--- config.mk ---
export PLATFORM = sky130hd
export DESIGN_NAME = rag_csd_ctrl_master_flat
export DESIGN_NICKNAME = d
export VERILOG_FILES = /design/src/rtl/rag_csd_ctrl_master_if.sv /design/src/rtl/rag_csd_ctrl_master.sv /design/src/flat_wrapper.sv
export SDC_FILE = /design/constraint.sdc
export NUM_CORES = 1
export LEC_CHECK = 0
export BUFFER_PORTS_ARGS = -buffer_cell sky130_fd_sc_hd__buf_2
export CAP_MARGIN = 20
export CELL_PAD_IN_SITES_DETAIL_PLACEMENT = 2
export CELL_PAD_IN_SITES_GLOBAL_PLACEMENT = 2
export CORE_MARGIN = 3
export CORE_UTILIZATION = 31
export DETAILED_ROUTE_END_ITERATION = 7
export GPL_TIMING_DRIVEN = 0
export PLACE_DENSITY = 0.84
export SYNTH_ARGS = -nofsm -noshare
export SYNTH_HDL_FRONTEND = slang
export SYNTH_SLANG_ARGS = --single-unit
--- constraint.sdc ---
create_clock -name clk -period 2.85 [get_ports clk]
set_input_delay 0.1425 -clock clk [delete_from_list [all_inputs] [get_ports clk]]
set_output_delay 0.1425 -clock clk [all_outputs]
set_load 0.005 [all_outputs]
--- src/rtl/rag_csd_ctrl_master_if.sv ---
// AXI-Lite bus bundle between the accelerator control master and its register slave.
interface rag_csd_ctrl_master_if;
    logic        awvalid;
    logic        awready;
    logic [31:0] awaddr;
    logic        wvalid;
    logic        wready;
    logic [31:0] wdata;
    logic        bvalid;
    logic        bready;
    logic [1:0]  bresp;
    logic        arvalid;
    logic        arready;
    logic [31:0] araddr;
    logic        rvalid;
    logic        rready;
    logic [31:0] rdata;
    logic [1:0]  rresp;

    modport master (
        output awvalid, awaddr, wvalid, wdata, bready, arvalid, araddr, rready,
        input  awready, wready, bvalid, bresp, arready, rvalid, rdata, rresp
    );

    modport slave (
        input  awvalid, awaddr, wvalid, wdata, bready, arvalid, araddr, rready,
        output awready, wready, bvalid, bresp, arready, rvalid, rdata, rresp
    );
endinterface

--- src/rtl/rag_csd_ctrl_master.sv ---
// Sequences one accelerator run over AXI-Lite: program top_k/metric, start,
// poll busy high, clear start, poll busy low, then report done/error.
module rag_csd_ctrl_master #(
    parameter int unsigned POLL_GAP  = 8,
    parameter int unsigned MAX_POLLS = 1024
) (
    input  logic                          clk,
    input  logic                          rst_n,
    input  logic                          cmd_valid,
    output logic                          cmd_ready,
    input  logic [31:0]                   cfg_top_k,
    input  logic [1:0]                    cfg_metric,
    rag_csd_ctrl_master_if.master         m_axil,
    output logic                          done,
    output logic                          error,
    output logic [1:0]                    err_code,
    output logic [31:0]                   last_status
);
    localparam int PW = $clog2(MAX_POLLS + 1);
    localparam int GW = (POLL_GAP > 0) ? $clog2(POLL_GAP + 1) : 1;

    localparam logic [2:0] S_IDLE      = 3'd0;
    localparam logic [2:0] S_WR_TOPK   = 3'd1;
    localparam logic [2:0] S_WR_METRIC = 3'd2;
    localparam logic [2:0] S_WR_START  = 3'd3;
    localparam logic [2:0] S_POLL_BUSY = 3'd4;
    localparam logic [2:0] S_WR_CLEAR  = 3'd5;
    localparam logic [2:0] S_POLL_IDLE = 3'd6;
    localparam logic [2:0] S_FINISH    = 3'd7;

    logic [2:0]    state;
    logic          txn_on;
    logic [31:0]   top_k_q;
    logic [1:0]    metric_q;
    logic [PW-1:0] poll_cnt;
    logic [GW-1:0] gap_cnt;
    logic [31:0]   nxt_addr;
    logic [31:0]   nxt_data;

    logic aw_fin, w_fin, b_hs, r_hs, exit_poll, poll_last;

    assign cmd_ready = (state == S_IDLE);

    // A channel counts as finished if it already handshook or handshakes this cycle.
    assign aw_fin    = !m_axil.awvalid || m_axil.awready;
    assign w_fin     = !m_axil.wvalid || m_axil.wready;
    assign b_hs      = m_axil.bvalid && m_axil.bready;
    assign r_hs      = m_axil.rvalid && m_axil.rready;
    assign exit_poll = (state == S_POLL_BUSY) ? m_axil.rdata[0] : !m_axil.rdata[0];
    assign poll_last = (poll_cnt == PW'(MAX_POLLS - 1));

    always_comb begin
        nxt_addr = 32'h0000_0000;
        nxt_data = 32'h0000_0000;
        case (state)
            S_WR_TOPK:   begin nxt_addr = 32'h0000_0004; nxt_data = top_k_q; end
            S_WR_METRIC: begin nxt_addr = 32'h0000_0008; nxt_data = {30'd0, metric_q}; end
            S_WR_START:  begin nxt_addr = 32'h0000_0000; nxt_data = 32'h0000_0001; end
            default:     begin nxt_addr = 32'h0000_0000; nxt_data = 32'h0000_0000; end
        endcase
    end

    always_ff @(posedge clk or negedge rst_n) begin
        if (!rst_n) begin
            state          <= S_IDLE;
            txn_on         <= 1'b0;
            top_k_q        <= '0;
            metric_q       <= '0;
            poll_cnt       <= '0;
            gap_cnt        <= '0;
            done           <= 1'b0;
            error          <= 1'b0;
            err_code       <= 2'd0;
            last_status    <= '0;
            m_axil.awvalid <= 1'b0;
            m_axil.awaddr  <= '0;
            m_axil.wvalid  <= 1'b0;
            m_axil.wdata   <= '0;
            m_axil.bready  <= 1'b0;
            m_axil.arvalid <= 1'b0;
            m_axil.araddr  <= '0;
            m_axil.rready  <= 1'b0;
        end else begin
            done  <= 1'b0;
            error <= 1'b0;

            if (m_axil.awvalid && m_axil.awready) m_axil.awvalid <= 1'b0;
            if (m_axil.wvalid && m_axil.wready)   m_axil.wvalid  <= 1'b0;
            if (txn_on && !m_axil.bready && (m_axil.awvalid || m_axil.wvalid) && aw_fin && w_fin)
                m_axil.bready <= 1'b1;
            if (m_axil.arvalid && m_axil.arready) begin
                m_axil.arvalid <= 1'b0;
                m_axil.rready  <= 1'b1;
            end

            case (state)
                S_IDLE: begin
                    if (cmd_valid) begin
                        top_k_q  <= cfg_top_k;
                        metric_q <= cfg_metric;
                        err_code <= 2'd0;
                        state    <= S_WR_TOPK;
                    end
                end

                S_WR_TOPK, S_WR_METRIC, S_WR_START, S_WR_CLEAR: begin
                    if (!txn_on) begin
                        txn_on         <= 1'b1;
                        m_axil.awvalid <= 1'b1;
                        m_axil.wvalid  <= 1'b1;
                        m_axil.awaddr  <= nxt_addr;
                        m_axil.wdata   <= nxt_data;
                    end else if (b_hs) begin
                        m_axil.bready <= 1'b0;
                        txn_on        <= 1'b0;
                        poll_cnt      <= '0;
                        if (m_axil.bresp != 2'd0) begin
                            err_code <= 2'd1;
                            state    <= S_FINISH;
                        end else begin
                            case (state)
                                S_WR_TOPK:   state <= S_WR_METRIC;
                                S_WR_METRIC: state <= S_WR_START;
                                S_WR_START:  state <= S_POLL_BUSY;
                                default:     state <= (err_code == 2'd2) ? S_FINISH : S_POLL_IDLE;
                            endcase
                        end
                    end
                end

                S_POLL_BUSY, S_POLL_IDLE: begin
                    if (!txn_on) begin
                        if (gap_cnt != '0) begin
                            gap_cnt <= gap_cnt - 1'b1;
                        end else begin
                            txn_on         <= 1'b1;
                            m_axil.arvalid <= 1'b1;
                            m_axil.araddr  <= 32'h0000_000C;
                        end
                    end else if (r_hs) begin
                        m_axil.rready <= 1'b0;
                        last_status   <= m_axil.rdata;
                        if (m_axil.rresp != 2'd0) begin
                            err_code <= 2'd1;
                            txn_on   <= 1'b0;
                            state    <= S_FINISH;
                        end else if (exit_poll || poll_last) begin
                            // A timeout in the busy phase still clears start before finishing.
                            if (!exit_poll) err_code <= 2'd2;
                            txn_on <= 1'b0;
                            state  <= (state == S_POLL_BUSY) ? S_WR_CLEAR : S_FINISH;
                        end else begin
                            poll_cnt <= poll_cnt + 1'b1;
                            if (POLL_GAP == 0) begin
                                m_axil.arvalid <= 1'b1;
                            end else begin
                                txn_on  <= 1'b0;
                                gap_cnt <= GW'(POLL_GAP - 1);
                            end
                        end
                    end
                end

                default: begin
                    done  <= 1'b1;
                    error <= (err_code != 2'd0);
                    state <= S_IDLE;
                end
            endcase
        end
    end
endmodule

--- src/flat_wrapper.sv ---
// flat-port wrapper written by rule: the top's interface ports become plain ports
module rag_csd_ctrl_master_flat 
#(
    parameter int unsigned POLL_GAP  = 8,
    parameter int unsigned MAX_POLLS = 1024
)
  (clk, rst_n, cmd_valid, cmd_ready, cfg_top_k, cfg_metric, done, error, err_code, last_status, m_axil_awvalid, m_axil_awaddr, m_axil_wvalid, m_axil_wdata, m_axil_bready, m_axil_arvalid, m_axil_araddr, m_axil_rready, m_axil_awready, m_axil_wready, m_axil_bvalid, m_axil_bresp, m_axil_arready, m_axil_rvalid, m_axil_rdata, m_axil_rresp);
  rag_csd_ctrl_master_if m_axil_i ();
  input  logic clk;
  input  logic rst_n;
  input  logic cmd_valid;
  output logic cmd_ready;
  input  logic [31:0] cfg_top_k;
  input  logic [1:0] cfg_metric;
  output logic done;
  output logic error;
  output logic [1:0] err_code;
  output logic [31:0] last_status;
  output wire logic [$bits(m_axil_i.awvalid)-1:0] m_axil_awvalid;
  output wire logic [$bits(m_axil_i.awaddr)-1:0] m_axil_awaddr;
  output wire logic [$bits(m_axil_i.wvalid)-1:0] m_axil_wvalid;
  output wire logic [$bits(m_axil_i.wdata)-1:0] m_axil_wdata;
  output wire logic [$bits(m_axil_i.bready)-1:0] m_axil_bready;
  output wire logic [$bits(m_axil_i.arvalid)-1:0] m_axil_arvalid;
  output wire logic [$bits(m_axil_i.araddr)-1:0] m_axil_araddr;
  output wire logic [$bits(m_axil_i.rready)-1:0] m_axil_rready;
  input wire logic [$bits(m_axil_i.awready)-1:0] m_axil_awready;
  input wire logic [$bits(m_axil_i.wready)-1:0] m_axil_wready;
  input wire logic [$bits(m_axil_i.bvalid)-1:0] m_axil_bvalid;
  input wire logic [$bits(m_axil_i.bresp)-1:0] m_axil_bresp;
  input wire logic [$bits(m_axil_i.arready)-1:0] m_axil_arready;
  input wire logic [$bits(m_axil_i.rvalid)-1:0] m_axil_rvalid;
  input wire logic [$bits(m_axil_i.rdata)-1:0] m_axil_rdata;
  input wire logic [$bits(m_axil_i.rresp)-1:0] m_axil_rresp;
  assign m_axil_awvalid = m_axil_i.awvalid;
  assign m_axil_awaddr = m_axil_i.awaddr;
  assign m_axil_wvalid = m_axil_i.wvalid;
  assign m_axil_wdata = m_axil_i.wdata;
  assign m_axil_bready = m_axil_i.bready;
  assign m_axil_arvalid = m_axil_i.arvalid;
  assign m_axil_araddr = m_axil_i.araddr;
  assign m_axil_rready = m_axil_i.rready;
  assign m_axil_i.awready = m_axil_awready;
  assign m_axil_i.wready = m_axil_wready;
  assign m_axil_i.bvalid = m_axil_bvalid;
  assign m_axil_i.bresp = m_axil_bresp;
  assign m_axil_i.arready = m_axil_arready;
  assign m_axil_i.rvalid = m_axil_rvalid;
  assign m_axil_i.rdata = m_axil_rdata;
  assign m_axil_i.rresp = m_axil_rresp;
  rag_csd_ctrl_master #(.POLL_GAP(POLL_GAP), .MAX_POLLS(MAX_POLLS)) u_core (.clk(clk), .rst_n(rst_n), .cmd_valid(cmd_valid), .cmd_ready(cmd_ready), .cfg_top_k(cfg_top_k), .cfg_metric(cfg_metric), .m_axil(m_axil_i), .done(done), .error(error), .err_code(err_code), .last_status(last_status));
endmodule
* Word-level counts from Yosys, hierarchy flattened
Index checks and enable logic that the tools add are counted.
W data, S select, Z words.
** Word-level totals
- Register bits after elaboration :: 159
- Output and inout port bits :: 138
- Logic and storage cells :: 142
** Cells by class
- Add/subtract/negate cells :: 2
- Equal/unequal tests :: 21
- Multiplexer cells :: 63
- Bitwise logic cells :: 2
- Reduce and logical (&&, ||, !) cells :: 36
** Operator list (count)
- $pmux W32 S3 :: 1
- $mux W11 :: 6
- $mux W1 :: 27
- $mux W3 :: 8
- $pmux W11 S2 :: 1
- $mux W2 :: 10
- $mux W4 :: 5
- $pmux W3 S3 :: 2
- $ne A2 B2 Y1 const B :: 6
- $add A11 B1 Y11 const B :: 1
- $eq A11 B10 Y1 const B :: 1
- $ne A2 B1 Y1 const B :: 5
- $reduce_bool A2 Y1 :: 5
- $eq A3 B3 Y1 const B :: 3
- $logic_and A1 B1 Y1 :: 9
- $reduce_and A9 Y1 :: 1
- $pmux W4 S2 :: 1
- $reduce_and A7 Y1 :: 1
- $reduce_or A7 Y1 :: 1
- $eq A3 B2 Y1 const B :: 2
- $pmux W2 S3 :: 1
- $reduce_and A3 Y1 :: 2
- $reduce_and A6 Y1 :: 1
- $reduce_and A5 Y1 :: 1
- 15 further kinds :: 23

* Logic depth before layout (Yosys ltp)
Gate-level depths: netlist of the first run.
- Word-level depth :: 9
- Mapped depth :: 8

* Worst setup path after synthesis of the first run
OpenSTA, ideal clock, no wires.
- Kind :: register to register
- Start point :: reg u_core.state[2]
- End point :: reg u_core.last_status[0]
- Setup time :: 125 ps
- Arrival :: 1877 ps
- Data required time :: 2725 ps
- Slack :: 848 ps
- Cell stages (with the launch flop) :: 7
- Path buffers :: 3
- Clock period less this slack :: 2002 ps
- Cells stage by stage :: dfrtp_1 -> clkbuf_1 -> nor2b_1 -> and2_1 -> clkbuf_1 -> buf_2 -> mux2_2
** Between the ends
- Longest elaborated chain between the ends :: 3
- Elaborated cells between the ends (all ways) :: 4
- Those cells by class :: eq/ne: 2; reduce/logical: 2
** Ends and longest elaborated chain
- start, declared :: line rag_csd_ctrl_master.sv:31 : logic [2:0] state;
- start signal, assigned :: line rag_csd_ctrl_master.sv:125 : default: state <= (err_code == 2'd2) ? S_FINISH : S_POLL_IDLE;
- start signal, assigned :: line rag_csd_ctrl_master.sv:151 : state <= (state == S_POLL_BUSY) ? S_WR_CLEAR : S_FINISH;
- $eq A3 B3 Y1 :: line rag_csd_ctrl_master.sv:96 : case (state)
- $reduce_or A2 Y1 (*) :: line rag_csd_ctrl_master.sv:96
- $reduce_and A3 Y1 (no line) (*)
- end signal, assigned :: line rag_csd_ctrl_master.sv:142 : last_status <= m_axil.rdata;
- end, declared :: line rag_csd_ctrl_master.sv:17 : output logic [31:0] last_status
Every way passes the cells marked *; elsewhere a longest branch is shown, timed or not.
A chain may end at the register's enable or synchronous reset.

* Final worst setup path of the first run
- Start point :: reg u_core.state[2]
- End point :: reg u_core.last_status[15]
The elaborated chain is that of the path after synthesis.

==> results of run 1 <==
==> stage by stage <==
stage          area (µm²)  power [W]  util, %
6_report             8220    0.00766     46.6
5_1_grt              8220    0.00816     46.6
4_1_cts              8210    0.00760     46.5
3_5_place_dp         7010    0.00547     39.7
3_3_place_gp         6980    0.00523     39.5
2_1_floorplan        5920    0.00433        -
==> critical path, cell delays in order, from the launching register on <==
cell	delay, ps
dfrtp_1	460
buf_1	410
nor2b_2	360
and2_1	160
clkbuf_1	360
buf_2	340
mux2_2	380
==> synthesized netlist by cell type (8+ instances only) <==
| cell | instances |
|---|---|
| dfrtp_1 | 129 |
| mux2_2 | 66 |
| buf_4 | 61 |
| a22o_1 | 31 |
| nand2_1 | 21 |
| nor2_1 | 18 |
| clkbuf_1 | 15 |
| o21ai_0 | 13 |
| a21oi_1 | 12 |
| or3_1 | 8 |
==> repair_timing <==
action / 4_1_cts / 5_1_grt
endpoints found under the setup margin: 0 / 9
hold buffers: 66 / 1
hold endpoints to repair: 98 / 1
resized for setup: 0 / 2
==> layout make-up <==
type,count,area (µm²)
Fill cell,1784,9430
Multi-Input combinational cell,302,2110
Sequential cell,129,3230
Inverter,7,26.3
Tap cell,225,282
Buffer,84,553
Timing Repair Buffer,223,1480
Clock buffer,20,457
Clock inverter,12,83.8
==> state kept, by name (all words and copies together) (netlist names) <==
signal,flops
u_core.done,1
u_core.err_code,2
u_core.error,1
u_core.gap_cnt,4
u_core.last_status,32
u_core.m_axil.araddr,1
u_core.m_axil.arvalid,1
u_core.m_axil.awaddr,2
u_core.m_axil.awvalid,1
u_core.m_axil.bready,1
u_core.m_axil.rready,1
u_core.m_axil.wdata,32
u_core.m_axil.wvalid,1
u_core.metric_q,2
u_core.poll_cnt,11
u_core.state,3
u_core.top_k_q,32
u_core.txn_on,1
==> final timing paths <==
check	to	cells past startpoint	slack [ps]	startpoint
worst max-delay path	u_core.last_status[15]	6	250	u_core.state[2]
worst min-delay path	u_core.m_axil.awvalid	3	20	m_axil_awready
worst max register to register	u_core.last_status[15]	6	250	u_core.state[2]
worst min register to register	u_core.m_axil.araddr[2]	1	500	u_core.m_axil.araddr[2]
max in group asynchronous	u_core.last_status[1]	3	1850	rst_n
min in group asynchronous	u_core.m_axil.wdata[30]	2	200	rst_n
==> power groups by stage <==
| stage | Combinational [W] | Sequential (W) | Clock [W] |
|---|---|---|---|
| floorplan | 0.00131 | 0.00302 | 0 |
| global placement | 0.00221 | 0.00302 | 0 |
| detailed placement | 0.00238 | 0.00308 | 0 |
| CTS | 0.00248 | 0.00309 | 0.00204 |
| global route | 0.00277 | 0.00324 | 0.00215 |
| finish | 0.00251 | 0.00313 | 0.00201 |
==> cells by family (layout without fill, tap and decap cells) <==
group | after synthesis | in the layout
and+or+nand+nor | 84 | 84
muxes | 69 | 69
DFF | 129 | 129
buffers and inverters | 91 | 346
xor gates and xnor gates | 5 | 5
AOI/OAI and AO/OA | 81 | 81
other | 1 | 60
adders and majority gates | 3 | 3
==> layer usage <==
metal  global-route usage [%]  part of all wire [%]  vias up
met5                        0                     0        -
met2                     38.1                    55      160
met4                     4.85                   1.3        0
met3                     6.30                   7.2       21
li1                         -                     -     2113
met1                     21.7                    37     2335
==> impl_metrics.yaml, run 1 <==
setup_path:
  path_class: "reg2reg"
  worst-path-max-fanout: 10
  start_kind: "flop"
  required_ps: 3150
  cp-end-kind: "flop"
  worstPathArrival_ps: 2900
floorplanning:
  die_x_um: 142
  placementRows: 48
  core_um2: 17700
  io_pins: 216
  die_y_um: 142
  initial_core_util_pct: 32.3
  dieArea_um2: 20000
timing:
  max_slew_margin_pct: 48.1
  fin_tns_setup_ps: 0
  hold_viol: 0
  slew_violations: 0
  period_share_pct: 91.1
  clock.fmax_mhz: 385
  holdWs_ps: 16.0
  worst_pin_slew_ps: 772
  rsz0062_at_grt: "no"
  setup_slack_ps: 254
  setup_viol: 0
  skew_ps: 14.1
  fin_crit_ps: 2600
grt:
  gr-total-overflow: 0
  grt_max_degree: 98
  antenna_found_initial: 0
  track_usage_pct: 20.1
  grt_pass1_wl_um: 31000
  grt_pass1_vias: 5335
synth:
  synth_xor_area_share_pct: 0.769
  synthMuxAreaShare_pct: 13.6
  postSynthAreaPerCell_um2: 12.3
  syn_inst: 463
  async_flop_share_pct: 100
  synth_largest_area_cell: "dfrtp_1"
  synth_compound_area_share_pct: 10.2
  yosysWarningCount: 0
  synth-simple-area-share_pct: 7.95
  seq_area_frac_synth_pct: 56.7
  synth_cell_types: 49
  synth_edf_count: 0
  yosys-top-cells-area: "dfrtp_1, mux2_2, buf_4, a22o_1, nand2_1"
  synth_seq_cells: 129
  yosys.area.top_type_share_pct: 56.7
  synth_top_family_by_area: "multiplexers"
  synth_ff_type: "dfrtp_1"
  netlist_area_um2: 5700
  synth-adder-area-share_pct: 0.615
power:
  ir_drop_mv: 0.569
  switching_power_w: 0.00267
  internal_power_w: 0.00500
  seqPwrFrac_pct: 40.9
  p_leak_nw: 4.16
  power_frac_clock_pct: 26.3
  switching_share_pct: 34.8
  combPwrFrac_pct: 32.8
  power_density_nw_per_um2: 932
detailed_routing:
  drc: 0
  viasPerCell: 4.62
  drtIter0Drc: 116
  totalWireLength_um: 20100
  vias: 4629
  ant_nets: 0
  first_pass_iters: 4
  wire_per_inst_um: 20.0
clock_tree:
  cts_tree: "yes"
  cts_setup_buffers: 0
  clk_latency_ps: 430
  clkTransAtPathRegs_ps: 60
  cts_num_sinks: 129
  numCtsBuffers: 17
  htreeDepth: 4
  cts_root_buf: "clkbuf_16"
  cts_buffer_depth: 2
final_layout:
  finalNetCount: 844
  antenna_cells: 0
  syn_to_final_growth_pct: 44.3
  fin_cells: 1002
  drive_gt1_share_pct: 42.0
  layout_common_cells: "buf_2, dfrtp_1, dlygate4sd3_1"
  final_common_cell: "buf_2"
placement:
  io_buffer_count: 155
  dp_hpwl_um: 12700
  placed_cells: 903
  dp_slack_ps: 190
  gp_congestion: 0.792
outcome:
  outcome: "complete, no violations"
job:
  max_cap_violations: 0
min_path:
  hp-class: "in2reg"
(Power assumes the default switching activity.)
==> run 2: changes to the inputs <==
==> constraint.sdc (replaced) <==
create_clock -name clk -period 2.85 [get_ports clk]
set_input_delay 0.1425 -clock clk [delete_from_list [all_inputs] [get_ports clk]]
set_output_delay 0.1425 -clock clk [all_outputs]
set_load 0.05 [all_outputs]
==> impl_metrics.yaml, run 2 (synthesis gave the netlist of run 1 again) <==
outcome:
  outcome: "complete, no violations"
min_path:
  min_path_cells: 3
  holdPathEnd: "u_core.m_axil.wvalid"
  hold_start: "m_axil_wready"
  hp-class: "in2reg"
clock_tree:
  cts_num_sinks: 129
  cts_tree: "yes"
  clk_latency_ps: 430
  clkTransAtPathRegs_ps: 60
  numCtsBuffers: 17
  cts_root_buf: "clkbuf_16"
  cts_buffer_depth: 2
  htreeDepth: 4
  cts_setup_buffers: 0
placement:
  gp_congestion: 0.756
  io_buffer_count: 155
  dp_slack_ps: 173
  dp_hpwl_um: 12700
power:
  ir_drop_mv: 0.535
  power_frac_clock_pct: 22.9
  internal_power_w: 0.00526
  switching_share_pct: 46.1
  combPwrFrac_pct: 44.9
  p_leak_nw: 4.18
  power_density_nw_per_um2: 1180
  switching_power_w: 0.00451
  power_w: 0.00976
  seqPwrFrac_pct: 32.2
timing:
  skew_ps: 21.4
  fin_crit_ps: 2590
  period_share_pct: 90.8
  holdWs_ps: 18.3
  max_slew_margin_pct: 53.3
  rsz0062_at_grt: "no"
  worst_pin_slew_ps: 695
  slew_violations: 0
  clock.fmax_mhz: 387
  setup_viol: 0
  hold_viol: 0
  setup_slack_ps: 263
detailed_routing:
  wire_per_inst_um: 20.6
  drtIter0Drc: 122
  first_pass_iters: 4
  ant_nets: 0
  viasPerCell: 4.69
  vias: 4695
  totalWireLength_um: 20700
  drc: 0
setup_path:
  cp_top_family: "buffers and inverters"
  timing.rr.end: "u_core.m_axil.wdata[14]"
  slowest_stage: "dfrtp_1"
  start_kind: "flop"
  worst_r2r_startpoint: "u_core.state[0]"
  cp-end-kind: "flop"
  path_cells: "clkbuf_1, nor2_1, a21oi_1, nand2b_1, clkbuf_1, clkbuf_1, a22o_1"
  crit_buf_inv: 3
  slowest_delay_ps: 480
  reg2regPathDepth: 7
  worstPathArrival_ps: 2880
  worst-path-max-fanout: 10
  cpMostUsedCell: "clkbuf_1"
  path_class: "reg2reg"
  r2r_setup_slack_ps: 260
  required_ps: 3150
final_layout:
  antenna_cells: 0
  largestRegisters: "u_core.last_status: 32 flops, u_core.m_axil.wdata: 32 flops, u_core.top_k_q: 32 flops"
  layout_common_cells: "buf_2, dfrtp_1, dlygate4sd3_1"
  syn_to_final_growth_pct: 45.3
  fin_util_pct: 46.9
  final_common_cell: "buf_2"
  multi_input_area_um2: 2120
  drive_gt1_share_pct: 41.6
  finalNetCount: 844
  seq_area_um2: 3230
  fillCellCount: 1813
floorplanning:
  die_y_um: 142
  placementRows: 48
  initial_core_util_pct: 32.3
  core_um2: 17700
  dieArea_um2: 20000
  io_pins: 216
  die_x_um: 142
grt:
  grt_max_degree: 67
  gr-total-overflow: 0
  antenna_found_initial: 0
  met1_usage_pct: 22.6
  grt_pass1_vias: 5501
  grt-busiest-layer: "met2"
  grt_pass1_wl_um: 32400
  track_usage_pct: 21.1
  grt_use_met3_pct: 5.66
  met2_usage_pct: 39.9
job:
  max_cap_violations: 0
## run 2: cell types whose count changed in the layout (fill, tap and decap cells not counted)
cell / delta
buf_1: -1
clkbuf_8: -1
nor3_1: -1
clkbuf_1: +5
clkinvlp_4: -2
inv_6: -1
clkinv_4: -1
bufinv_16: +3
nor3_2: +1
clkinv_2: -2
## run 2: worst max path at each step
stage | startpoint | endpoint | slack, ps | cells after the start
2_1_floorplan | u_core.state[0] | u_core.top_k_q[10] | 390 | 6
3_3_place_gp | rst_n | u_core.m_axil.bready | -10 | 1
6_report | u_core.state[0] | u_core.m_axil.wdata[14] | 260 | 7
5_1_grt | u_core.state[2] | u_core.last_status[14] | 100 | 6
3_5_place_dp | u_core.state[2] | u_core.last_status[8] | 170 | 6
4_1_cts | u_core.state[2] | u_core.last_status[19] | 130 | 6
## run 2: final cells by class
cell class,count,area share (%)
clock inverters,9,1.59
well taps,225,3.40
clock buffers,23,5.53
plain buffers,84,6.68
repair buffers,223,17.9
multi-input cells,302,25.6
flip-flops and latches,129,39.0
inverters,7,0.317
## run 2: timing repair
item / 4_1_cts / 5_1_grt
endpoints found under the setup margin: 0 / 29
gates resized for setup: 0 / 1
hold endpoints to repair: 132 / 0
hold buffers: 67 / 0
## run 2: routing by layer
layer  up-vias  wire (µm)
li1       2118          -
met3        35       1250
met1      2374       7620
met4         0        412
met2       168      11400
met5         -          0
## run 2: power by group through the flow
stage / clock (W) / combinational (W) / sequential [W]
after floorplan: 0 / 0.00149 / 0.00463
after global placement: 0 / 0.00405 / 0.00301
after detailed placement: 0 / 0.00421 / 0.00309
after CTS: 0.00225 / 0.00432 / 0.00309
after global routing: 0.00236 / 0.00464 / 0.00325
final: 0.00224 / 0.00438 / 0.00315
## run 2: worst reg2reg max path, stage by stage (launching register included)
cell and delay (ps):
dfrtp_1 480, clkbuf_1 420, nor2_1 100, a21oi_1 420
nand2b_1 100, clkbuf_1 260, clkbuf_1 350, a22o_1 350
## run 2: stage by stage
stage          cell area, µm²  instances  TNS, ps
5_1_grt                  8280       1002        0
3_3_place_gp             6980        902    -1180
6_report                 8280       1002        0
4_1_cts                  8270       1002        0
2_1_floorplan            5920        522        0
3_5_place_dp             7010        903        0
==> run 3: changes to the inputs <==
--- a/config.mk
+++ b/config.mk
@@ -10,10 +10,11 @@
 export CELL_PAD_IN_SITES_DETAIL_PLACEMENT = 2
 export CELL_PAD_IN_SITES_GLOBAL_PLACEMENT = 2
 export CORE_MARGIN = 3
-export CORE_UTILIZATION = 31
+export CORE_UTILIZATION = 32
+export CTS_BUF_LIST = sky130_fd_sc_hd__clkbuf_4 sky130_fd_sc_hd__clkbuf_8
 export DETAILED_ROUTE_END_ITERATION = 7
 export GPL_TIMING_DRIVEN = 0
-export PLACE_DENSITY = 0.84
+export PLACE_DENSITY = 0.87
 export SYNTH_ARGS = -nofsm -noshare
 export SYNTH_HDL_FRONTEND = slang
 export SYNTH_SLANG_ARGS = --single-unit
==> impl_metrics.yaml, run 3 (synthesis gave the netlist of run 1 again) <==
setup_path:
  cp_top_family: "buffers and inverters"
  worst-path-max-fanout: 10
  start_kind: "flop"
  cpMostUsedCell: "clkbuf_1"
  path_cells: "clkbuf_1, nor2_1, a21oi_1, nand2b_1, clkbuf_1, clkbuf_1, a22o_1"
  slowest_stage: "dfrtp_1"
  path_class: "reg2reg"
  cp-end-kind: "flop"
  crit_buf_inv: 3
  required_ps: 3170
  worstPathArrival_ps: 2870
  slowest_delay_ps: 480
timing:
  max_slew_margin_pct: 51.6
  period_share_pct: 89.5
  holdWs_ps: 64.0
  skew_ps: 11.7
  fin_crit_ps: 2550
  fin_tns_setup_ps: 0
  clock.fmax_mhz: 392
  slew_violations: 0
  rsz0062_at_grt: "no"
  worst_pin_slew_ps: 719
  setup_viol: 0
  hold_viol: 0
grt:
  grt_pass1_vias: 5524
  gr-total-overflow: 0
  track_usage_pct: 20.7
  grt_max_degree: 90
  antenna_found_initial: 1
  grt_pass1_wl_um: 31600
clock_tree:
  cts_tree: "yes"
  cts_buffer_depth: 2
  numCtsBuffers: 17
  cts_setup_buffers: 0
  cts_num_sinks: 129
  htreeDepth: 4
  clk_latency_ps: 430
  cts_root_buf: "clkbuf_8"
  clkTransAtPathRegs_ps: 80
final_layout:
  syn_to_final_growth_pct: 43.0
  final_common_cell: "buf_2"
  fin_util_pct: 46.9
  layout_common_cells: "buf_2, dfrtp_1, dlygate4sd3_1"
  fin_cells: 1004
  finalNetCount: 846
  drive_gt1_share_pct: 42.0
  largestRegisters: "u_core.last_status: 32 flops, u_core.m_axil.wdata: 32 flops, u_core.top_k_q: 32 flops"
floorplanning:
  core_um2: 17400
  die_x_um: 139
  dieArea_um2: 19400
  die_y_um: 139
  io_pins: 216
  placementRows: 48
  initial_core_util_pct: 32.8
power:
  power_density_nw_per_um2: 1130
  power_frac_clock_pct: 18.9
  combPwrFrac_pct: 47.1
  ir_drop_mv: 0.691
  switching_power_w: 0.00435
  seqPwrFrac_pct: 33.9
  internal_power_w: 0.00483
  p_leak_nw: 4.12
  power_w: 0.00918
  switching_share_pct: 47.4
detailed_routing:
  ant_nets: 0
  drtIter0Drc: 99
  first_pass_iters: 6
  wire_per_inst_um: 19.7
  totalWireLength_um: 19800
  wl_met3_um: 1060
  vias: 4684
  maxUsedRoutingLayer: "met4"
  viasPerCell: 4.67
  wl_met1_um: 7480
  drc: 0
  route.met2.wl_um: 10900
placement:
  gp_congestion: 0.785
  dp_hpwl_um: 12800
  io_buffer_count: 155
  placed_cells: 903
job:
  max_cap_violations: 0
outcome:
  outcome: "complete, no violations"
min_path:
  hp-class: "in2reg"
## run 3: layout make-up
type	instances	area, µm²
Tap cell	225	282
Inverter	7	26.3
Timing Repair Buffer	225	1500
Sequential cell	129	3230
Buffer	84	553
Clock buffer	18	248
Multi-Input combinational cell	302	2120
Antenna cell	1	2.50
Clock inverter	13	186
Fill cell	1739	9210
## run 3: through the flow
step | cell area (µm²) | worst slack, ps
after floorplan | 5920 | 385
after global placement | 6980 | -2.33
after detailed placement | 7010 | 151
after CTS | 8140 | 137
after global routing | 8140 | 20.7
final | 8140 | 299
## run 3: power groups by stage
stage | clock (W) | combinational (W) | sequential [W]
2_1_floorplan | 0 | 0.00149 | 0.00463
3_3_place_gp | 0 | 0.00404 | 0.00301
3_5_place_dp | 0 | 0.00420 | 0.00310
4_1_cts | 0.00178 | 0.00430 | 0.00308
5_1_grt | 0.00187 | 0.00460 | 0.00321
6_report | 0.00174 | 0.00432 | 0.00311
## run 3: worst reg2reg max path, stage by stage, from the launching register on
cell	delay [ps]
dfrtp_1	480
clkbuf_1	410
nor2_1	120
a21oi_1	450
nand2b_1	100
clkbuf_1	240
clkbuf_1	320
a22o_1	330
## run 3: repair_timing
action / 4_1_cts / 5_1_grt
hold buffers: 69 / 0
gates resized for setup: 0 / 1
endpoints found under the setup margin: 0 / 1
hold endpoints to repair: 109 / 0
## run 3: worst paths after layout
check / to / start / depth (start not counted) / slack [ps]
max: u_core.m_axil.wdata[15] / u_core.state[0] / 7 / 300
min: u_core.last_status[0] / m_axil_rdata[0] / 2 / 60
max reg2reg: u_core.m_axil.wdata[15] / u_core.state[0] / 7 / 300
min reg2reg: u_core.m_axil.awaddr[2] / u_core.m_axil.awaddr[2] / 1 / 500
max in group asynchronous: u_core.m_axil.arvalid / rst_n / 3 / 1860
min in group asynchronous: u_core.top_k_q[7] / rst_n / 2 / 180
## run 3: routing by layer
| metal | track usage, % | vias to the layer above |
|---|---|---|
| met5 | 0 | - |
| met4 | 5.56 | 0 |
| met3 | 5.29 | 29 |
| met2 | 39.4 | 155 |
| met1 | 22.8 | 2381 |
| li1 | - | 2119 |
